### config.mk
export PLATFORM = sky130hd
export DESIGN_NAME = serial_add_ctrl
export DESIGN_NICKNAME = d
export VERILOG_FILES = /design/src/rtl/serial_add_ctrl.sv
export SDC_FILE = /design/constraint.sdc
export NUM_CORES = 1
export LEC_CHECK = 0
export ABC_AREA = 1
export CORE_MARGIN = 2
export CORE_UTILIZATION = 46
export DETAILED_ROUTE_END_ITERATION = 8
export GPL_ROUTABILITY_DRIVEN = 0
export GPL_TIMING_DRIVEN = 0
export PLACE_DENSITY = 0.71
export SETUP_SLACK_MARGIN = 0.02
export SLEW_MARGIN = 10
export SYNTH_ARGS = -nofsm -noshare
export SYNTH_HDL_FRONTEND = slang
export SYNTH_SLANG_ARGS = --single-unit
### constraint.sdc
create_clock -name clk -period 1.5 [get_ports clk]
set_input_delay 0.15 -clock clk [delete_from_list [all_inputs] [get_ports clk]]
set_output_delay 0.15 -clock clk [all_outputs]
set_load 0.03 [all_outputs]
### src/rtl/serial_add_ctrl.sv
// Bit-serial adder controller: one full adder processes the operands LSB-first over
// WIDTH cycles, then presents a registered {cout, sum} with a one-cycle done pulse.

module full_adder (
    input  logic A,
    input  logic B,
    input  logic Cin,
    output logic S,
    output logic Cout
);

    assign S    = A ^ B ^ Cin;
    assign Cout = (A & B) | (Cin & (A ^ B));

endmodule

module serial_add_ctrl #(
    parameter int unsigned WIDTH = 8
) (
    input  logic             clk,
    input  logic             rst_n,
    input  logic             start,
    input  logic [WIDTH-1:0] a,
    input  logic [WIDTH-1:0] b,
    input  logic             cin,
    output logic             busy,
    output logic             done,
    output logic [WIDTH-1:0] sum,
    output logic             cout
);

    localparam int unsigned    CntW    = $clog2(WIDTH);
    localparam logic [CntW-1:0] LastCnt = CntW'(WIDTH - 1);

    typedef enum logic [1:0] {
        StIdle = 2'd0,
        StRun  = 2'd1,
        StDone = 2'd2
    } state_e;

    state_e           state_q;
    logic [WIDTH-1:0] a_q;
    logic [WIDTH-1:0] b_q;
    logic             carry_q;
    logic [CntW-1:0]  cnt_q;
    // Holds the WIDTH-1 bits produced so far; the final bit joins on the last RUN edge.
    logic [WIDTH-2:0] res_q;
    logic             busy_q;
    logic             done_q;
    logic [WIDTH-1:0] sum_q;
    logic             cout_q;

    logic             fa_s;
    logic             fa_co;
    logic [WIDTH-1:0] res_d;

    full_adder u_fa (
        .A    (a_q[0]),
        .B    (b_q[0]),
        .Cin  (carry_q),
        .S    (fa_s),
        .Cout (fa_co)
    );

    // New sum bit enters at the MSB so the first-processed bit ends up at the LSB.
    always_comb begin
        res_d = {fa_s, res_q};
    end

    // Control FSM with datapath registers and registered status outputs.
    always_ff @(posedge clk) begin
        if (!rst_n) begin
            state_q <= StIdle;
            a_q     <= '0;
            b_q     <= '0;
            carry_q <= 1'b0;
            cnt_q   <= '0;
            res_q   <= '0;
            busy_q  <= 1'b0;
            done_q  <= 1'b0;
            sum_q   <= '0;
            cout_q  <= 1'b0;
        end else begin
            done_q <= 1'b0;
            unique case (state_q)
                StIdle: begin
                    if (start) begin
                        a_q     <= a;
                        b_q     <= b;
                        carry_q <= cin;
                        cnt_q   <= '0;
                        busy_q  <= 1'b1;
                        state_q <= StRun;
                    end
                end
                StRun: begin
                    a_q     <= a_q >> 1;
                    b_q     <= b_q >> 1;
                    carry_q <= fa_co;
                    res_q   <= res_d[WIDTH-1:1];
                    cnt_q   <= cnt_q + CntW'(1);
                    if (cnt_q == LastCnt) begin
                        sum_q   <= res_d;
                        cout_q  <= fa_co;
                        done_q  <= 1'b1;
                        busy_q  <= 1'b0;
                        state_q <= StDone;
                    end
                end
                StDone: begin
                    state_q <= StIdle;
                end
                default: begin
                    state_q <= StIdle;
                end
            endcase
        end
    end

    assign busy = busy_q;
    assign done = done_q;
    assign sum  = sum_q;
    assign cout = cout_q;

endmodule

== Word-level counts from Yosys, hierarchy flattened ==
Index checks and enable logic that the tools add are counted.

* Bits in registers: 40

* $add $sub $neg: 1
* Eq/ne operators: 4
* Multiplexer cells: 15
* Reduce and logical (&&, ||, !) cells: 7
* Bitwise logic cells: 5

{| class="wikitable"
|+ Operator list
! cell !! number
|-
| one-hot mux 8 bit (2 select lines) || 2
|-
| 2-to-1 mux 8 bit || 2
|-
| AND reduction 2 bit || 4
|-
| one-hot mux 3 bit (2 select lines) || 1
|-
| 2-to-1 mux 1 bit || 4
|-
| 2-to-1 mux 2 bit || 2
|-
| != test 2 bit, second input constant || 2
|-
| one-hot mux 1 bit (2 select lines) || 2
|-
| one-hot mux 2 bit (2 select lines) || 1
|-
| adder 3 x 1 -> 3 bit, second input constant || 1
|-
| == test 3 bit, second input constant || 1
|-
| 2-to-1 mux 3 bit || 1
|-
| AND reduction 3 bit || 1
|-
| AND 1 bit || 2
|-
| == test 2 x 1 -> 1 bit, second input constant || 1
|-
| zero test 2 bit || 1
|-
| nonzero test 2 bit || 1
|-
| bitwise XOR 1 bit || 2
|-
| OR 1 bit || 1
|}

== Longest topological paths before layout ==
* Depth after elaboration: 4
* Depth in mapped cells: 7
* Gate-level depth less buffers: 6

== Cells and area by module ==
From an unflattened synthesis, not the netlist that was laid out.

* Cells, all modules: 245
* Area, all modules: 1770.4 µm²

{| class="wikitable"
|+ By module, submodules not included
! module !! times used !! area each (µm²) !! cells each
|-
| serial_add_ctrl || 1 || 1750.4 || 244
|-
| full_adder || 1 || 20.0 || 1
|}

== Worst setup path after synthesis ==
Ideal clock, no wire load.

* Path type: flip-flop to flip-flop
* From: register cnt_q[0]
* To: register cout_q (netlist: cout)
* Data arrival time: 1.242 ns
* Path slack: 0.188 ns
* Setup time: 0.070 ns
* Stages on the path, launching flop included: 7
* Data required time: 1.430 ns
* Cell sequence: dfxtp_1 -> ha_1 -> ha_1 -> buf_2 -> nand3_1 -> nand2_1 -> a21oi_1

* Longest elaborated chain between the ends: 2

{| class="wikitable"
|+ RTL lines
! what !! RTL line !! source
|-
| start: declaration || 45 || <nowiki>logic [CntW-1:0] cnt_q;</nowiki>
|-
| start signal: assignment || 101 || <nowiki>cnt_q <= cnt_q + CntW'(1);</nowiki>
|-
| == test 3 bit || 102 || <nowiki>if (cnt_q == LastCnt) begin</nowiki>
|-
| AND reduction 2 bit (no source line) || -- ||
|-
| end signal: assignment || 104 || <nowiki>cout_q <= fa_co;</nowiki>
|-
| end: declaration || 51 || <nowiki>logic cout_q;</nowiki>
|}

Every way passes these cells.
A chain may end at the register's enable or synchronous reset.

== Final worst setup path ==
* From: register cout_q (netlist: cout)
* To: output cout

{| class="wikitable"
|+ RTL lines
! what !! RTL line !! source
|-
| end: declaration || 29 || <nowiki>output logic cout</nowiki>
|}

No word-level cell between the ends.

==> qor.yml <==
outcome:
  status: "complete, no violations"
routing:
  drtIter0Drc: 133
  antenna_left: 0
  drc: 0
  routed-via-count: 1709
  viasPerCell: 5.16
  routed_wl_mm: 4.18
  wire_per_inst_um: 12.6
  drt_pass1_iterations: 4
clocking:
  clkTransAtPathRegs_ps: 70
  cts_buffers: 5
  cts_tree: "built"
  hold_buffers: 0
  htree_levels: 2
  clockBufferDepth: 2
  clock_latency_ps: 290
  root_buffer: "clkbuf_8"
  cts_sinks: 40
sta:
  holdWs_ps: 451
  setup_viol: 0
  final_hold_viol_count: 0
  rsz0062_at_grt: "no"
  fin_tns_setup_ps: 0
  slew_viol_final: 0
  tightest_slew_ps: 512
  period_needed_ps: 1440
  skew_ps: 4.96
  period_share: 0.963
  slew_headroom: 0.658
  fmax_mhz: 692
die:
  initial_core_util: 0.481
  std_cell_rows: 22
  fp.dieW_um: 66.1
  ios: 31
  dieHeight_um: 66.1
  core_mm2: 0.00369
  die-area_mm2: 0.00437
synth:
  synth-xor-area-share: 0
  synth_top_cell_by_area: "dfxtp_1"
  ys_ff_latch: 40
  synth_warnings: 0
  synth_top_area_frac: 0.452
  ys.flop_type: "dfxtp_1"
  synthAdderAreaFrac: 0.0325
  synth_compound_area_frac: 0.0677
  ys_types: 20
  synth_nets: 269
  synth.area.top_cells: "dfxtp_1 (45%), nand2_1 (13%), nor2_1 (10%)"
  synth_common_cells: "nand2_1 (63), nor2_1 (48), dfxtp_1 (40), nand3_1 (27), nand3b_1 (15)"
  syn_area_mm2: 0.00177
  synth_edf_count: 0
  synth_mux_area_frac: 0
  synth-seq-area-share: 0.452
  async_flop_share: 0
  syn_avg_cell_area_um2: 7.24
  synthCells: 245
  synth_top_family_by_area: "simple AND/OR/NAND/NOR gates"
  synth.most_common_cell: "nand2_1"
  yosys.area_share.simple: 0.390
worst_hold_path:
  worstHoldStart: "b[7]"
  whs_endpoint: "b_q[7]$_SDFFE_PN0P_"
  hold_path_class: "input port to register"
  whs_path_depth: 3
run:
  drv_cap: 0
worst_setup_path:
  cp_num_buf_inv: 1
  startpoint_type: "register"
  slowest_stage: "clkdlybuf4s50_1"
  r2r_start: "state_q[1]$_SDFFE_PN0P_"
  end_kind: "primary output"
  crit_path_max_fanout: 2
  critPathArrivalTime_ps: 1290
  path_delay_family: "buffers and inverters"
  crit_required_ps: 1350
  crit_chain: "clkdlybuf4s50_1"
  reg2reg_depth: 6
  crit_type: "register to primary output"
  reg2reg_slack_ps: 120
  r2r_end: "a_q[4]$_SDFFE_PN0P_"
  worst_path_largest_cell_delay_ps: 670
power_and_ir_drop:
  ir_drop_v: 0.000488
  cellInternalPower_w: 0.00165
  powerDensity_mw_per_mm2: 982
  p_seq_frac: 0.521
  netSwitchingFraction: 0.257
  combPwrFrac: 0.149
  leakage_nw: 1.08
  power_switching_w: 0.000568
  clkPwrFrac: 0.330
global_routing:
  grt_max_degree: 12
  antenna_found_initial: 0
  grt_pass1_vias: 1511
  gr-total-overflow: 0
  grt.total_usage: 0.211
  grt_pass1_wl_mm: 6.88
cells_and_area:
  nFillCells: 368
  final_util: 0.611
  diodes: 0
  drive_above_1_share: 0.0777
  syn_to_final_growth_pct: 27.2
  num-nets-final: 306
placed_design:
  numPortBuffers: 30
  hpwl_mm: 2.81
-- layout by cell type (no fill, tap or decap) --
master,netlist,routed
buf_2,7,6
dlygate4sd2_1,0,1
clkbuf_4,0,1
ha_1,3,3
clkbuf_8,0,6
dlymetal6s2s_1,0,7
clkdlybuf4s50_1,0,22
o21ai_0,9,9
inv_1,3,3
fa_1,1,1
nand3b_1,15,15
buf_4,3,3
buf_1,1,1
nor3_1,2,2
nor2_1,48,48
nor2_4,1,1
buf_6,1,1
inv_2,2,2
nand3_4,0,1
dfxtp_1,40,40
o21ai_1,1,1
clkbuf_1,3,5
a21oi_1,14,14
nand2_1,63,63
nand2_2,1,1
nand3_1,27,26
-- metrics by stage --
| step | std cells | power, W | worst slack [ps] | cell area, um^2 |
|---|---|---|---|---|
| floorplan | 245 | 0.00139 | 188 | 1770 |
| global placement | 323 | 0.00150 | -55.9 | 2130 |
| detailed placement | 323 | 0.00151 | -75.4 | 2130 |
| CTS | 331 | 0.00223 | 33.7 | 2230 |
| global route | 331 | 0.00232 | 21.0 | 2250 |
| finish | 331 | 0.00222 | 55.3 | 2250 |
-- repair_timing --
item	CTS	global route
gates resized for setup	2	9
setup endpoints to repair	11	17
setup buffers	0	0
-- worst max-delay path by stage --
stage                          start                    end  cells after the start  slack [ps]
3_3_place_gp                   rst_n  cnt_q[1]$_SDFFE_PN0P_                      4         -60
4_1_cts          sum[1]$_SDFFE_PN0P_                 sum[1]                      1          30
5_1_grt            busy$_SDFFE_PN0P_                   busy                      1          20
3_5_place_dp   cnt_q[0]$_SDFFE_PN0P_    sum[7]$_SDFFE_PN0P_                      6         -80
6_report           cout$_SDFFE_PN0P_                   cout                      1          60
2_1_floorplan  cnt_q[0]$_SDFFE_PN0P_      cout$_SDFFE_PN0P_                      6         190
-- routing by layer --
layer	wire length [um]	GRT usage
met1	2060	0.283
met2	1870	0.319
met3	185	0.0613
met4	65	0.0842
met5	0	0
-- sequential cells by signal (all words and copies together) (netlist names) --
register / count
done: 1
cout: 1
sum: 8
a_q: 8
busy: 1
b_q: 8
state_q: 2
carry_q: 1
res_q: 7
cnt_q: 3
-- power groups by stage --
stage	Sequential [W]	Combinational, W	Clock [W]
after global routing	0.00116	0.000370	0.000790
after global placement	0.00118	0.000323	0
after detailed placement	0.00118	0.000328	0
final	0.00115	0.000331	0.000730
after floorplan	0.00117	0.000212	0
after CTS	0.00115	0.000330	0.000745
-- cell families after synthesis --
logic type                 after synthesis
buffers and inverters                   20
AOI/OAI and AO/OA                       24
DFF                                     40
adders and majority gates                4
and+or+nand+nor                        157
-- area by class of cell --
cell class	count	area, um^2	area share
multi-input combinational	185	882	0.391
timing repair buffer	30	317	0.140
buffer	15	86.3	0.0383
clock buffer	8	90.1	0.0400
sequential	40	801	0.355
tap	48	60.1	0.0266
inverter	5	18.8	0.00832
(Power assumes the default switching activity.)
